==> config.mk <==
export PLATFORM = sky130hd
export DESIGN_NAME = lcd_init_ctrl
export DESIGN_NICKNAME = d
export VERILOG_FILES = /design/src/rtl/lcd_init_ctrl.sv
export SDC_FILE = /design/constraint.sdc
export NUM_CORES = 1
export LEC_CHECK = 0
export BUFFER_PORTS_ARGS = -buffer_cell sky130_fd_sc_hd__buf_2
export CAP_MARGIN = 20
export CORE_MARGIN = 3
export CORE_UTILIZATION = 50
export CTS_BUF_LIST = sky130_fd_sc_hd__clkbuf_16
export DETAILED_ROUTE_END_ITERATION = 16
export PLACE_DENSITY = 0.76
export SYNTH_ARGS = -nofsm -noshare
export SYNTH_HDL_FRONTEND = slang
export SYNTH_SLANG_ARGS = --single-unit
==> constraint.sdc <==
create_clock -name clk -period 2 [get_ports clk]
set_input_delay 0.1 -clock clk [delete_from_list [all_inputs] [get_ports clk]]
set_output_delay 0.1 -clock clk [all_outputs]
set_load 0.03 [all_outputs]
==> src/rtl/lcd_init_ctrl.sv <==
// HD44780-style LCD controller: runs a ROM-driven init sequence after power-up, then
// forwards single user bytes over the same SETUP/E_HIGH/HOLD/WAIT bus timing.
module lcd_init_ctrl #(
  parameter int unsigned INST_NUM      = 14,
  parameter int unsigned PWR_WAIT_CYC  = 1_500_000,
  parameter int unsigned SETUP_CYC     = 4,
  parameter int unsigned E_HIGH_CYC    = 30,
  parameter int unsigned CMD_WAIT_CYC  = 4_000,
  parameter int unsigned LONG_WAIT_CYC = 160_000
) (
  input  logic       clk,
  input  logic       rst,
  output logic [3:0] rom_addr,
  input  logic [7:0] rom_data,
  input  logic       reinit,
  input  logic       wr_valid,
  input  logic       wr_rs,
  input  logic [7:0] wr_data,
  output logic       wr_ready,
  output logic       init_done,
  output logic       lcd_rs,
  output logic       lcd_rw,
  output logic       lcd_e,
  output logic [7:0] lcd_db
);

  typedef enum logic [2:0] {
    StPwrWait,
    StFetch,
    StSetup,
    StEHigh,
    StHold,
    StWait,
    StReady
  } state_e;

  localparam logic [23:0] PwrLast   = 24'(PWR_WAIT_CYC - 1);
  localparam logic [23:0] SetupLast = 24'(SETUP_CYC - 1);
  localparam logic [23:0] EHighLast = 24'(E_HIGH_CYC - 1);
  localparam logic [23:0] CmdLast   = 24'(CMD_WAIT_CYC - 1);
  localparam logic [23:0] LongLast  = 24'(LONG_WAIT_CYC - 1);
  localparam logic [3:0]  LastIdx   = 4'(INST_NUM - 1);

  state_e      state_q;
  logic [23:0] cnt_q;
  logic [3:0]  index_q;
  logic        long_cmd;
  logic [23:0] wait_last;

  // Clear display (0x01) and return home (0x02) need the long execution time.
  always_comb begin
    long_cmd  = !lcd_rs && ((lcd_db == 8'h01) || (lcd_db == 8'h02));
    wait_last = long_cmd ? LongLast : CmdLast;
  end

  // index is cleared on entering READY, so the ROM address idles at 0 there.
  assign rom_addr = index_q;
  assign lcd_rw   = 1'b0;

  always_ff @(posedge clk) begin
    if (rst) begin
      state_q   <= StPwrWait;
      cnt_q     <= '0;
      index_q   <= '0;
      lcd_e     <= 1'b0;
      lcd_rs    <= 1'b0;
      lcd_db    <= 8'h00;
      init_done <= 1'b0;
      wr_ready  <= 1'b0;
    end else begin
      cnt_q <= cnt_q + 24'd1;
      case (state_q)
        StPwrWait: begin
          if (cnt_q == PwrLast) begin
            cnt_q   <= '0;
            state_q <= StFetch;
          end
        end
        StFetch: begin
          cnt_q   <= '0;
          lcd_db  <= rom_data;
          lcd_rs  <= 1'b0;
          state_q <= StSetup;
        end
        StSetup: begin
          if (cnt_q == SetupLast) begin
            cnt_q   <= '0;
            lcd_e   <= 1'b1;
            state_q <= StEHigh;
          end
        end
        StEHigh: begin
          if (cnt_q == EHighLast) begin
            cnt_q   <= '0;
            lcd_e   <= 1'b0;
            state_q <= StHold;
          end
        end
        StHold: begin
          cnt_q   <= '0;
          state_q <= StWait;
        end
        StWait: begin
          if (cnt_q == wait_last) begin
            cnt_q <= '0;
            if (!init_done && (index_q < LastIdx)) begin
              index_q <= index_q + 4'd1;
              state_q <= StFetch;
            end else begin
              index_q   <= '0;
              init_done <= 1'b1;
              wr_ready  <= 1'b1;
              state_q   <= StReady;
            end
          end
        end
        StReady: begin
          cnt_q <= '0;
          // reinit has priority over a simultaneous user byte.
          if (reinit) begin
            init_done <= 1'b0;
            index_q   <= '0;
            wr_ready  <= 1'b0;
            state_q   <= StPwrWait;
          end else if (wr_valid) begin
            lcd_rs   <= wr_rs;
            lcd_db   <= wr_data;
            wr_ready <= 1'b0;
            state_q  <= StSetup;
          end
        end
        default: begin
          cnt_q   <= '0;
          lcd_e   <= 1'b0;
          state_q <= StPwrWait;
        end
      endcase
    end
  end

endmodule
# --- Word-level counts from Yosys, hierarchy flattened ---
# Cells that the tools add are included.
totals:
  reg_bits: 43
  inputBits: 21
  word_cells: 82
classes:
  add_sub_neg: 2
  n_lt_le_gt_ge: 1
  eq_ne: 21
  muxes: 34
  bitwise_logic: 1
  n_reduce_logical: 15
op_table:
  columns: ["cell", "n"]
  rows:
  - ["24-bit 2-to-1 mux", 4]
  - ["24-bit one-hot mux with 4 select lines", 1]
  - ["24-bit by 1-bit adder with 24-bit output, second input constant", 1]
  - ["24-bit by 18-bit equality test with 1-bit output", 1]
  - ["24-bit by 2-bit equality test with 1-bit output, second input constant", 1]
  - ["24-bit by 21-bit equality test with 1-bit output, second input constant", 1]
  - ["24-bit by 5-bit equality test with 1-bit output, second input constant", 1]
  - ["3-bit 2-to-1 mux", 7]
  - ["3-bit one-hot mux with 7 select lines", 1]
  - ["18-bit 2-to-1 mux", 1]
  - ["8-bit 2-to-1 mux", 2]
  - ["2-bit inequality test, second input constant", 8]
  - ["8-bit one-hot mux with 2 select lines", 1]
  - ["4-bit 2-to-1 mux", 3]
  - ["3-bit equality test, second input constant", 3]
  - ["1-bit 2-to-1 mux", 9]
  - ["3-bit AND reduction", 3]
  - ["8-bit by 1-bit equality test with 1-bit output, second input constant", 1]
  - ["8-bit by 2-bit equality test with 1-bit output, second input constant", 1]
  - ["4-bit one-hot mux with 2 select lines", 1]
  - ["4-bit AND reduction", 2]
  - ["3-bit by 2-bit equality test with 1-bit output, second input constant", 2]
  - ["1-bit one-hot mux with 2 select lines", 3]
  - ["5-bit AND reduction", 1]
  - ["12 further kinds", 15]

# --- Logic depth before layout (Yosys ltp) ---
logic_depth:
  depth_word: 7
  depth_mapped: 8

# --- Least setup slack after synthesis ---
# OpenSTA, ideal clock, no wires.
synth_path:
  path_type: "register to register"
  start: "register cnt_q[0]"
  end: "register cnt_q[21]"
  setup_ps: 115
  arrival_ps: 1948
  required_time_ps: 1885
  slack_ps: -63
  path_stages_with_launch: 9
  period_less_slack_ps: 2063
  cell_sequence: "dfxtp_1 -> ha_1 -> nand4_1 -> nor4_1 -> a31oi_1 -> a32oi_2 -> a221o_2 -> buf_8 -> nor2_2"
synth_via:
  elab_chain_len: 3
  elab_cells_between_ends: 10
  cone_classes: "1 x add/sub; 4 x eq/ne; 5 x mux"
synth_lines:
  columns: ["element", "line", "source"]
  rows:
  - ["start, declared", "45", "logic [23:0] cnt_q;"]
  - ["start signal, assigned", "71", "cnt_q <= cnt_q + 24'd1;"]
  - ["24-bit by 1-bit adder with 24-bit output (tied with other cells)", "71", null]
  - ["24-bit 2-to-1 mux (on tied branches)", null, null]
  - ["24-bit one-hot mux with 4 select lines (*)", "72", "case (state_q)"]
# Every way passes the cells marked *; elsewhere a longest branch is shown, timed or not.
# A chain may end at the register's enable or synchronous reset.

# --- Final worst setup path ---
layout_path:
  start: "register cnt_q[12]"
  end: "register wr_ready"
layout_via:
  elab_chain_len: 3
layout_lines:
  columns: ["element", "line", "source"]
  rows:
  - ["24-bit by 18-bit equality test with 1-bit output", "104", "if (cnt_q == wait_last) begin"]
  - ["2-bit inequality test (no source line)", null, null]
  - ["4-bit AND reduction (no source line)", null, null]
  - ["end signal, assigned", "112", "wr_ready <= 1'b1;"]
  - ["end signal, assigned", "123", "wr_ready <= 1'b0;"]
  - ["end signal, assigned", "128", "wr_ready <= 1'b0;"]
  - ["end, declared", "19", "output logic wr_ready,"]
# No other way between the ends.

==> out/metrics.yaml <==
status: "finished with violations"
failed_checks: "negative setup slack"
hold_slack_ns: 0.0932
synth_cell_types: 49
route.detailed.drc: 0
ant_nets: 0
final-max-slew-violation-count: 0
htree_levels: 2
clock_sinks: 43
synthArstFlopShare_pct: 0
numCtsBuffers: 5
cpPeakStageDelay_ns: 0.57
overflow: 0
area_growth_pct: 34.5
hold_buffers: 0
antenna_found_initial: 0
die_y_um: 73.3
synth_cells: 276
ys_seq_elements: 43
gp_congestion: 0.886
end_kind: "flop"
drive_gt1_share_pct: 35.0
fin_ws_ns: -0.0490
power_density_nw_per_um2: 707
ys_warn_count: 0
clockRootBuffer: "clkbuf_16"
synth_edf_count: 0
grt_pass1_wl_um: 8850
synth_nets: 301
leakage_nw: 1.27
hold_path.class: "in2reg"
critPathLaunchType: "flop"
io_buffers: 36
cts_buffer_depth: 2
drtIter0Drc: 130
wirelength_um: 5490
p_sw_share_pct: 21.8
wl_per_cell_um: 13.9
dp_hpwl_um: 3790
pwr-share-clk_pct: 48.5
initial_core_util_pct: 54.2
finalCritPeriodShare_pct: 102
via_per_inst: 5.44
achievable-frequency_mhz: 488
critPathKind: "reg2reg"
syn-cell-area_um2: 2260
postSynthAreaPerCell_um2: 8.20
insertion_delay_ns: 0.28
rsz0062_at_grt: "true"
num_vias: 2155
finalHoldViolCount: 0
grt_max_degree: 24
fin_nets: 370
grtUsageTotal_pct: 20.6
p_int_mw: 1.68
critical_path_peak_fanout: 4
cp.arrival_ns: 2.25
pwr-share-comb_pct: 9.6
num_rows: 23
dr.pass1.iters: 4
crit_chain: "or4_4, nor4_4, mux2i_4, o21bai_2, buf_4, nand3_2, a221oi_2"
coreArea_um2: 4170
dieArea_um2: 5370
clk_pin_slew_ns: 0.06
grt_pass1_vias: 2016
critical_path_required_ns: 2.20
p_switching_mw: 0.468
period_needed_ns: 2.05
power_frac_seq_pct: 41.8
antenna_cells: 0
fin_worst_skew_ns: 0.00202
synth_ff_type: "dfxtp_1"
report.power.total_mw: 2.15
maxCapViolCount: 0
yosysSeqAreaShare_pct: 38.0
die_x_um: 73.3
final_area_um2: 3050
critPathSlowestCell: "or4_4"
io-pin-count: 38
cts_tree: "yes"
vdd_drop_max_v: 0.000618
dpl_cell_area_um2: 2740
setup_violations: 23
[what timing repair did]
action	in CTS	in global routing
setup endpoints to repair	30	33
setup buffers	0	2
resized for setup	5	14
hold endpoints to repair	0	0
pin swaps	3	6
[flip-flops by register name, summed over array words and instances, names as in the netlist]
signal     count
state_q        3
lcd_db         8
lcd_e          1
rom_addr       4
lcd_rs         1
cnt_q         24
init_done      1
wr_ready       1
[layout by cell type, fill, tap and decap left out, drive strengths merged, types with 2 or more instances in the layout]
cell	count
xnor2	9
or2	2
ha	4
and3	7
and4	2
mux2i	3
nand3	17
bufinv	2
nand2	33
nor3	7
clkbuf	5
nand2b	6
inv	7
xor2	14
buf	73
dfxtp	43
a2bb2oi	2
or4	3
nor3b	2
nor4	6
a21oi	20
nand3b	4
nor2	47
nand4	7
or3	3
a221o	2
a32oi	2
a31oi	2
[worst max-delay path: cells and delay by family, from the launching register on]
kind	cells	cell delay, ns
and+or+nand+nor	3	0.94
AOI/OAI and AO/OA	2	0.41
DFF	1	0.31
buffers and inverters	1	0.16
muxes	1	0.14
[final cells by class]
class	count	area, um2
clock inverter	3	67.6
multi-input combinational	215	1430
fill	329	1130
sequential	43	863
clock buffer	5	125
inverter	7	26.3
tap	50	62.6
timing repair buffer	73	470
[worst paths after layout]
kind / from / to / slack [ns] / depth (start not counted)
setup / recovery: cnt_q[12]$_SDFF_PP0_ / wr_ready$_SDFFE_PP0P_ / -0.05 / 7
hold / removal: wr_rs / lcd_rs$_SDFFE_PP0P_ / 0.09 / 3
setup reg to reg: cnt_q[12]$_SDFF_PP0_ / wr_ready$_SDFFE_PP0P_ / -0.05 / 7
hold reg to reg: wr_ready$_SDFFE_PP0P_ / wr_ready$_SDFFE_PP0P_ / 0.48 / 2
[cell families (layout without fill, tap and decap cells)]
family / count (synthesis) / after routing / synth area share (%)
adder cells (fa/ha/maj): 4 / 4 / 2.21
buffers and inverters: 18 / 88 / 3.98
XOR/XNOR: 23 / 23 / 8.90
flip-flops: 43 / 43 / 38.0
multiplexers: 4 / 4 / 1.82
AND/OR/NAND/NOR: 148 / 148 / 34.6
other: 1 / 1 / 0.166
AO/OA/AOI/OAI: 35 / 35 / 10.3
[stage by stage]
stage | utilization, % | TNS, ns | std cells | setup WS (ns)
after floorplan | - | -0.463 | 276 | -0.0297
after global routing | 73.0 | -3.32 | 396 | -0.139
after global placement | 65.5 | -0.631 | 386 | -0.0883
after CTS | 70.9 | -0.0187 | 394 | -0.0121
final | 73.0 | -0.421 | 396 | -0.0490
after detailed placement | 65.5 | -0.255 | 386 | -0.0722
[power groups by stage]
stage                     Sequential (mW)  Clock [mW]  Combinational (mW)
after floorplan                     0.935           0               0.109
final                               0.901        1.04               0.207
after detailed placement            0.918           0               0.195
after global placement              0.917           0               0.193
after global routing                0.903        1.10               0.226
after CTS                           0.899        1.06               0.199
[cell usage after synthesis (7+ instances only)]
| cell | number | area [um2] |
|---|---|---|
| a21oi_1 | 20 | 100 |
| clkbuf_1 | 8 | 30.0 |
| dfxtp_1 | 43 | 861 |
| inv_1 | 7 | 26.3 |
| nand2_1 | 33 | 124 |
| nand3_1 | 17 | 85.1 |
| nor2_1 | 35 | 131 |
| nor2_2 | 12 | 75.1 |
| xnor2_1 | 9 | 78.8 |
| xor2_1 | 14 | 123 |
[routing by layer]
metal,vias to the layer above,part of all wire (%),track usage (%)
li1,1097,-,-
met5,-,0,0
met3,12,6.3,4.65
met1,967,44,26.6
met4,0,1.8,8.40
met2,79,47,33.0
Power figures use the tool's default switching activity.
